[config.mk]
export PLATFORM = sky130hd
export DESIGN_NAME = button_conditioner
export DESIGN_NICKNAME = d
export VERILOG_FILES = /design/src/rtl/btn_cond_pkg.sv /design/src/rtl/button_conditioner_debounce.sv /design/src/rtl/button_conditioner.sv
export SDC_FILE = /design/constraint.sdc
export NUM_CORES = 1
export LEC_CHECK = 0
export CAP_MARGIN = 20
export CORE_ASPECT_RATIO = 1.25
export CORE_MARGIN = 3
export CORE_UTILIZATION = 51
export CTS_CLUSTER_SIZE = 10
export DETAILED_ROUTE_END_ITERATION = 8
export GPL_TIMING_DRIVEN = 0
export PLACE_DENSITY = 0.77
export SETUP_SLACK_MARGIN = 0.5
export SLEW_MARGIN = 20
export SYNTH_ARGS = -nofsm -noshare
export SYNTH_HDL_FRONTEND = slang
export SYNTH_HIERARCHICAL = 1
export SYNTH_SLANG_ARGS = --single-unit
export TNS_END_PERCENT = 5
[constraint.sdc]
create_clock -name clk -period 3.5 [get_ports clk]
set_input_delay 0.7 -clock clk [delete_from_list [all_inputs] [get_ports clk]]
set_output_delay 0.7 -clock clk [all_outputs]
set_load 0.05 [all_outputs]
[src/rtl/btn_cond_pkg.sv]
// Shared definitions for the button conditioner.
// Register offsets within the peripheral window and the button count limit.
package btn_cond_pkg;

   localparam int N_BTN_MAX = 8;

   localparam logic [7:0] OFF_LEVEL  = 8'h00;
   localparam logic [7:0] OFF_RISE   = 8'h04;
   localparam logic [7:0] OFF_FALL   = 8'h08;
   localparam logic [7:0] OFF_THRESH = 8'h0C;
   localparam logic [7:0] OFF_PRESS  = 8'h10;

endpackage

[src/rtl/button_conditioner_debounce.sv]
// One debounce lane: two-flop synchroniser, stability counter and clean level.
// rise/fall pulse combinationally in the cycle whose edge commits a new level.
module debounce_channel #(
   parameter int CNT_W = 20
) (
   input  logic             clk,
   input  logic             reset,
   input  logic             raw,
   input  logic [CNT_W-1:0] eff,
   output logic             clean,
   output logic             rise,
   output logic             fall
);

   logic             s1_q;
   logic             s2_q;
   logic             clean_q;
   logic [CNT_W-1:0] cnt_q;
   logic [CNT_W:0]   cnt_inc;
   logic             commit;

   assign cnt_inc = {1'b0, cnt_q} + (CNT_W+1)'(1);
   assign commit  = (s2_q != clean_q) && (cnt_inc >= {1'b0, eff});
   assign clean   = clean_q;
   assign rise    = commit && s2_q;
   assign fall    = commit && !s2_q;

   // Synchronise, then count consecutive cycles the input differs from the clean level.
   always_ff @(posedge clk) begin
      if (reset) begin
         s1_q    <= 1'b0;
         s2_q    <= 1'b0;
         clean_q <= 1'b0;
         cnt_q   <= '0;
      end else begin
         s1_q <= raw;
         s2_q <= s1_q;
         if (s2_q == clean_q) begin
            cnt_q <= '0;
         end else if (commit) begin
            clean_q <= s2_q;
            cnt_q   <= '0;
         end else begin
            cnt_q <= cnt_inc[CNT_W-1:0];
         end
      end
   end

endmodule

[src/rtl/button_conditioner.sv]
// Button conditioner: per-button debounce lanes plus a firmware register slave
// exposing levels, sticky edge flags, press counters and the debounce threshold.
module button_conditioner
   import btn_cond_pkg::*;
#(
   parameter int N_BTN       = 3,
   parameter int CNT_W       = 20,
   parameter int DEB_DEFAULT = 120000
) (
   input  logic             clk,
   input  logic             reset,
   input  logic [N_BTN-1:0] btn_raw,
   output logic [N_BTN-1:0] btn_clean,
   input  logic [15:0]      addr,
   input  logic [31:0]      wdata,
   input  logic [3:0]       wstrb,
   input  logic             valid,
   output logic             ready,
   output logic [31:0]      rdata
);

   localparam int PW = (N_BTN < 4) ? N_BTN : 4;

   logic [CNT_W-1:0] thresh_q, thresh_d;
   logic [CNT_W-1:0] eff;
   logic [N_BTN-1:0] rise_p, fall_p;
   logic [N_BTN-1:0] rise_q, rise_d;
   logic [N_BTN-1:0] fall_q, fall_d;
   logic [7:0]       press_q [N_BTN];
   logic [7:0]       press_d [N_BTN];
   logic             ready_q, ready_d;
   logic [31:0]      rdata_q, rdata_d;
   logic             req, wr;
   logic [5:0]       sel;
   logic             wr_rise, wr_fall, wr_th, wr_press;
   logic [31:0]      rd_val;
   logic [31:0]      th_merge;
   logic [31:0]      press_word;
   logic [N_BTN-1:0] w1c;
   logic             unused_ok;

   assign eff   = (thresh_q == '0) ? CNT_W'(1) : thresh_q;
   assign ready = ready_q;
   assign rdata = rdata_q;

   for (genvar i = 0; i < N_BTN; i++) begin : g_ch
      debounce_channel #(.CNT_W(CNT_W)) u_ch (
         .clk   (clk),
         .reset (reset),
         .raw   (btn_raw[i]),
         .eff   (eff),
         .clean (btn_clean[i]),
         .rise  (rise_p[i]),
         .fall  (fall_p[i])
      );
   end

   // Bus decode, read mux and next state of flags, counters and threshold.
   always_comb begin
      req      = valid && !ready_q;
      wr       = req && (wstrb != 4'b0000);
      sel      = addr[7:2];
      wr_rise  = wr && wstrb[0] && (sel == OFF_RISE[7:2]);
      wr_fall  = wr && wstrb[0] && (sel == OFF_FALL[7:2]);
      wr_th    = wr && (sel == OFF_THRESH[7:2]);
      wr_press = wr && (sel == OFF_PRESS[7:2]);

      press_word = '0;
      for (int i = 0; i < PW; i++) begin
         press_word[8*i +: 8] = press_q[i];
      end

      rd_val = '0;
      case (sel)
         OFF_LEVEL[7:2]:  rd_val = 32'(btn_clean);
         OFF_RISE[7:2]:   rd_val = 32'(rise_q);
         OFF_FALL[7:2]:   rd_val = 32'(fall_q);
         OFF_THRESH[7:2]: rd_val = 32'(thresh_q);
         OFF_PRESS[7:2]:  rd_val = press_word;
         default:         rd_val = '0;
      endcase

      th_merge = 32'(thresh_q);
      for (int b = 0; b < 4; b++) begin
         if (wstrb[b]) th_merge[8*b +: 8] = wdata[8*b +: 8];
      end
      thresh_d = wr_th ? th_merge[CNT_W-1:0] : thresh_q;

      w1c    = wdata[N_BTN-1:0];
      rise_d = (rise_q & ~(wr_rise ? w1c : '0)) | rise_p;
      fall_d = (fall_q & ~(wr_fall ? w1c : '0)) | fall_p;

      for (int i = 0; i < N_BTN; i++) begin
         if (wr_press) press_d[i] = {7'b0, rise_p[i]};
         else          press_d[i] = press_q[i] + {7'b0, rise_p[i]};
      end

      ready_d = req;
      rdata_d = req ? rd_val : '0;
   end

   assign unused_ok = ^{addr[15:8], addr[1:0], th_merge};

   // Register all slave-visible state.
   always_ff @(posedge clk) begin
      if (reset) begin
         thresh_q <= CNT_W'(DEB_DEFAULT);
         rise_q   <= '0;
         fall_q   <= '0;
         ready_q  <= 1'b0;
         rdata_q  <= '0;
         for (int i = 0; i < N_BTN; i++) press_q[i] <= '0;
      end else begin
         thresh_q <= thresh_d;
         rise_q   <= rise_d;
         fall_q   <= fall_d;
         ready_q  <= ready_d;
         rdata_q  <= rdata_d;
         for (int i = 0; i < N_BTN; i++) press_q[i] <= press_d[i];
      end
   end

endmodule
==> results.cfg <==
[outcome]
outcome = finished with violations
violations = setup timing

[finish]
diodes = 0
fillers = 1124
final_area_sq_mm = 0.01010
syn2layout_area_growth_pct = 28.28
layout.nets = 1117
drive_above_1_share = 0.2104
final_util = 0.6701

[yosys]
ys_types = 56
ys_async_sr_fraction = 0
synth_edf_count = 0
ys.flop_type = dfxtp_1
ys_ff_latch = 144
netlist_area_sq_mm = 0.007876
yosysWarnings = 6
synth_cells = 870
avgSynthCellArea_sq_um = 9.053
ys_seq_area_frac = 0.3660

[global_route]
use_met2 = 0.3879
grt_use_total = 0.2331
grt_max_degree = 17
gr-total-overflow = 0
top_usage_layer = met2
met3_usage = 0.04339
grt_pass1_vias = 6421
antenna_found_initial = 0
grt_pass1_wl_um = 31070
grt_use_met1 = 0.2770

[flow_run]
maxCapViolations = 0

[pwr]
p_leak_uw = 0.004069
power_density_mw_per_mm2 = 364.4
ir_drop_mv = 0.3144
finalPower_uw = 3682

[timing]
fin_ws_ps = -6.512
slew_viol_final = 0
fmax_ghz = 0.2852
tightest_slew_ps = 762.3
holdWs_ps = 438.9
final-setup-viol-count = 1
finalCriticalPeriod_ps = 3507
setup_tns_ps = -6.512
hold_viol_final = 0
period_share = 1.002
clock_skew_ps = 9.005
maxSlewHeadroom = 0.4918
rsz0062_at_grt = yes

[worst_setup_path]
crit_type = flip-flop to flip-flop
critPathMaxFanout = 4
cp-start-kind = flip-flop
r2r-end = press_q[0][23]
critPathTopFamily = simple AND/OR/NAND/NOR gates
reg2reg_from = g_ch[2].u_ch/cnt_q[4]
worst-path-buf-inv = 1
worst_ep_required_time_ps = 3820
reg2reg_depth = 16
worst_path_most_repeated_cell = nand3_2
slowest_stage = dfxtp_2
crit_arrival_ps = 3820
end_kind = flip-flop
cpPeakStageDelay_ps = 360
r2r_slack_ps = -7
path_cells = nand4_1 -> nor4_4 -> buf_4 -> nand2_1 -> xnor2_1 -> ha_1 -> nand3_2 -> nor3_2 -> a221oi_2 -> nand3_2 -> and3b_2 -> ha_4 -> and3_4 -> nand3_2 -> xor2_1 -> nor2_1

[clock_tree]
cts_tree = yes
clk_pin_slew_ps = 60
root_buffer = clkbuf_16
cts_max_level = 4
cts-hold-fix-buffers = 0
cts.sinks = 144
cts_max_path_buffers = 2
numCtsBuffers = 17
insertion_delay_ps = 430

[detailed_routing]
drtPass1Iterations = 6
via_count = 6583
wl_per_cell_um = 16.16
drc_errors = 0
wl_um = 19570
vias_per_cell = 5.436
ant_nets = 0
drtIter0Drc = 411

[placed_design]
place_area_sq_mm = 0.008996
hpwl_um = 14010
port_buffers = 63
gp_congestion = 0.9047

[floorplanning]
start_util = 0.5224
die_y_um = 144.9
top_level_ports = 94
dieArea_sq_mm = 0.01698
rows = 50
core-area_sq_mm = 0.01508
dieWidth_um = 117.2

[worst_hold_path]
hp-class = flip-flop to flip-flop
hp-start = g_ch[0].u_ch/s1_q
whs_endpoint = g_ch[0].u_ch/s2_q
whs_path_depth = 1
-- logic make-up after synthesis --
family                     share of synthesized area
and+or+nand+nor                               0.2672
muxes                                        0.02843
other                                      0.0004761
xor gates and xnor gates                     0.08435
AOI/OAI and AO/OA                            0.07450
buffers and inverters                        0.06942
adders and majority gates                     0.1096
DFF                                           0.3660
-- routing by layer --
| layer | wire length [um] | share of wire | up-vias |
|---|---|---|---|
| met5 | 0 | 0 | - |
| met4 | 908 | 0.046 | 0 |
| met3 | 896 | 0.046 | 50 |
| met2 | 9850 | 0.50 | 205 |
| met1 | 7917 | 0.40 | 3108 |
| li1 | - | - | 3220 |
-- what timing repair did --
item / CTS / global route
gates resized for setup: 23 / 36
endpoints found under the hold margin: 0 / 0
buffers inserted: 21 / 10
pin swaps: 31 / 26
setup endpoints to repair: 29 / 53
-- power breakdown --
group          switching (uW)  internal, uW  total [uW]
registers                5.06          1640        1640
logic                    78.9          62.9         142
clock network             728          1170        1900
total                     812          2870        3680
-- worst reg2reg max path: cells and delay by family (launching register included) --
family	cells	cell delay (ps)
fa+ha+maj	2	490
compound gates	1	360
xor+xnor	2	400
simple gates	10	1610
flops	1	360
buf+inv	1	170
-- final cells by class --
class	instances	area [sq um]	share of cell area
clock buffer	19	452.9	0.04483
tap	208	260.3	0.02576
multi-input combinational	606	4826	0.4776
buffer	50	290.3	0.02873
clock inverter	13	172.7	0.01709
inverter	77	289.0	0.02861
timing repair buffer	94	867.1	0.08582
sequential	144	2945	0.2915
-- worst max path at each step --
stage                                     start             end  slack (ps)  cells past startpoint
after global routing      g_ch[2].u_ch/cnt_q[2]  press_q[0][23]        -220                     16
after detailed placement  g_ch[2].u_ch/cnt_q[2]  press_q[0][23]        -140                     15
after floorplan           g_ch[1].u_ch/cnt_q[9]  press_q[0][15]         430                     15
after CTS                 g_ch[2].u_ch/cnt_q[8]  press_q[0][23]         100                     16
after global placement    g_ch[2].u_ch/cnt_q[3]  press_q[0][23]         -90                     15
final                     g_ch[2].u_ch/cnt_q[4]  press_q[0][23]          -7                     16
-- cells in the mapped netlist (4+ instances only) --
cell | number | share of area
a21oi_1 | 30 | 0.019
a22oi_1 | 18 | 0.017
and3_1 | 20 | 0.016
and3b_1 | 8 | 0.0089
and4_1 | 4 | 0.0044
buf_2 | 5 | 0.0032
buf_4 | 17 | 0.016
clkbuf_1 | 28 | 0.013
dfxtp_1 | 144 | 0.37
ha_1 | 69 | 0.11
inv_1 | 77 | 0.037
mux2i_1 | 19 | 0.024
nand2_1 | 35 | 0.017
nand2b_1 | 9 | 0.0071
nand3_1 | 36 | 0.023
nand4_1 | 25 | 0.020
nor2_1 | 87 | 0.041
nor2b_1 | 45 | 0.036
nor3_1 | 9 | 0.0057
nor3b_2 | 20 | 0.032
nor4_1 | 10 | 0.0079
nor4_4 | 4 | 0.011
o21ai_0 | 14 | 0.0089
xnor2_1 | 39 | 0.043
xor2_1 | 35 | 0.039
-- cell usage in the layout, fill, tap and decap left out, types with 29 or more instances in the layout --
cell type	n
dfxtp_1	114
nor2_1	87
inv_1	76
clkdlybuf4s50_1	63
ha_1	60
buf_4	43
nor2b_1	43
xnor2_1	36
nand2_1	35
xor2_1	34
a21oi_1	29
-- sequential cells by signal, indices dropped and copies added, names as in the netlist --
name and count:
thresh_q 20, g_ch.u_ch/cnt_q 60, rise_q 3, press_q 24, g_ch.u_ch/s2_q 3, ready 1, fall_q 3, rdata 24
g_ch.u_ch/clean 3, g_ch.u_ch/s1_q 3
-- stage by stage --
stage          worst slack (ps)  cells
2_1_floorplan             432.8    877
3_3_place_gp             -87.54   1148
3_5_place_dp             -137.1   1148
4_1_cts                   102.8   1201
5_1_grt                  -220.4   1211
6_report                 -6.512   1211
No activity file was read; power rests on OpenSTA's default activity.
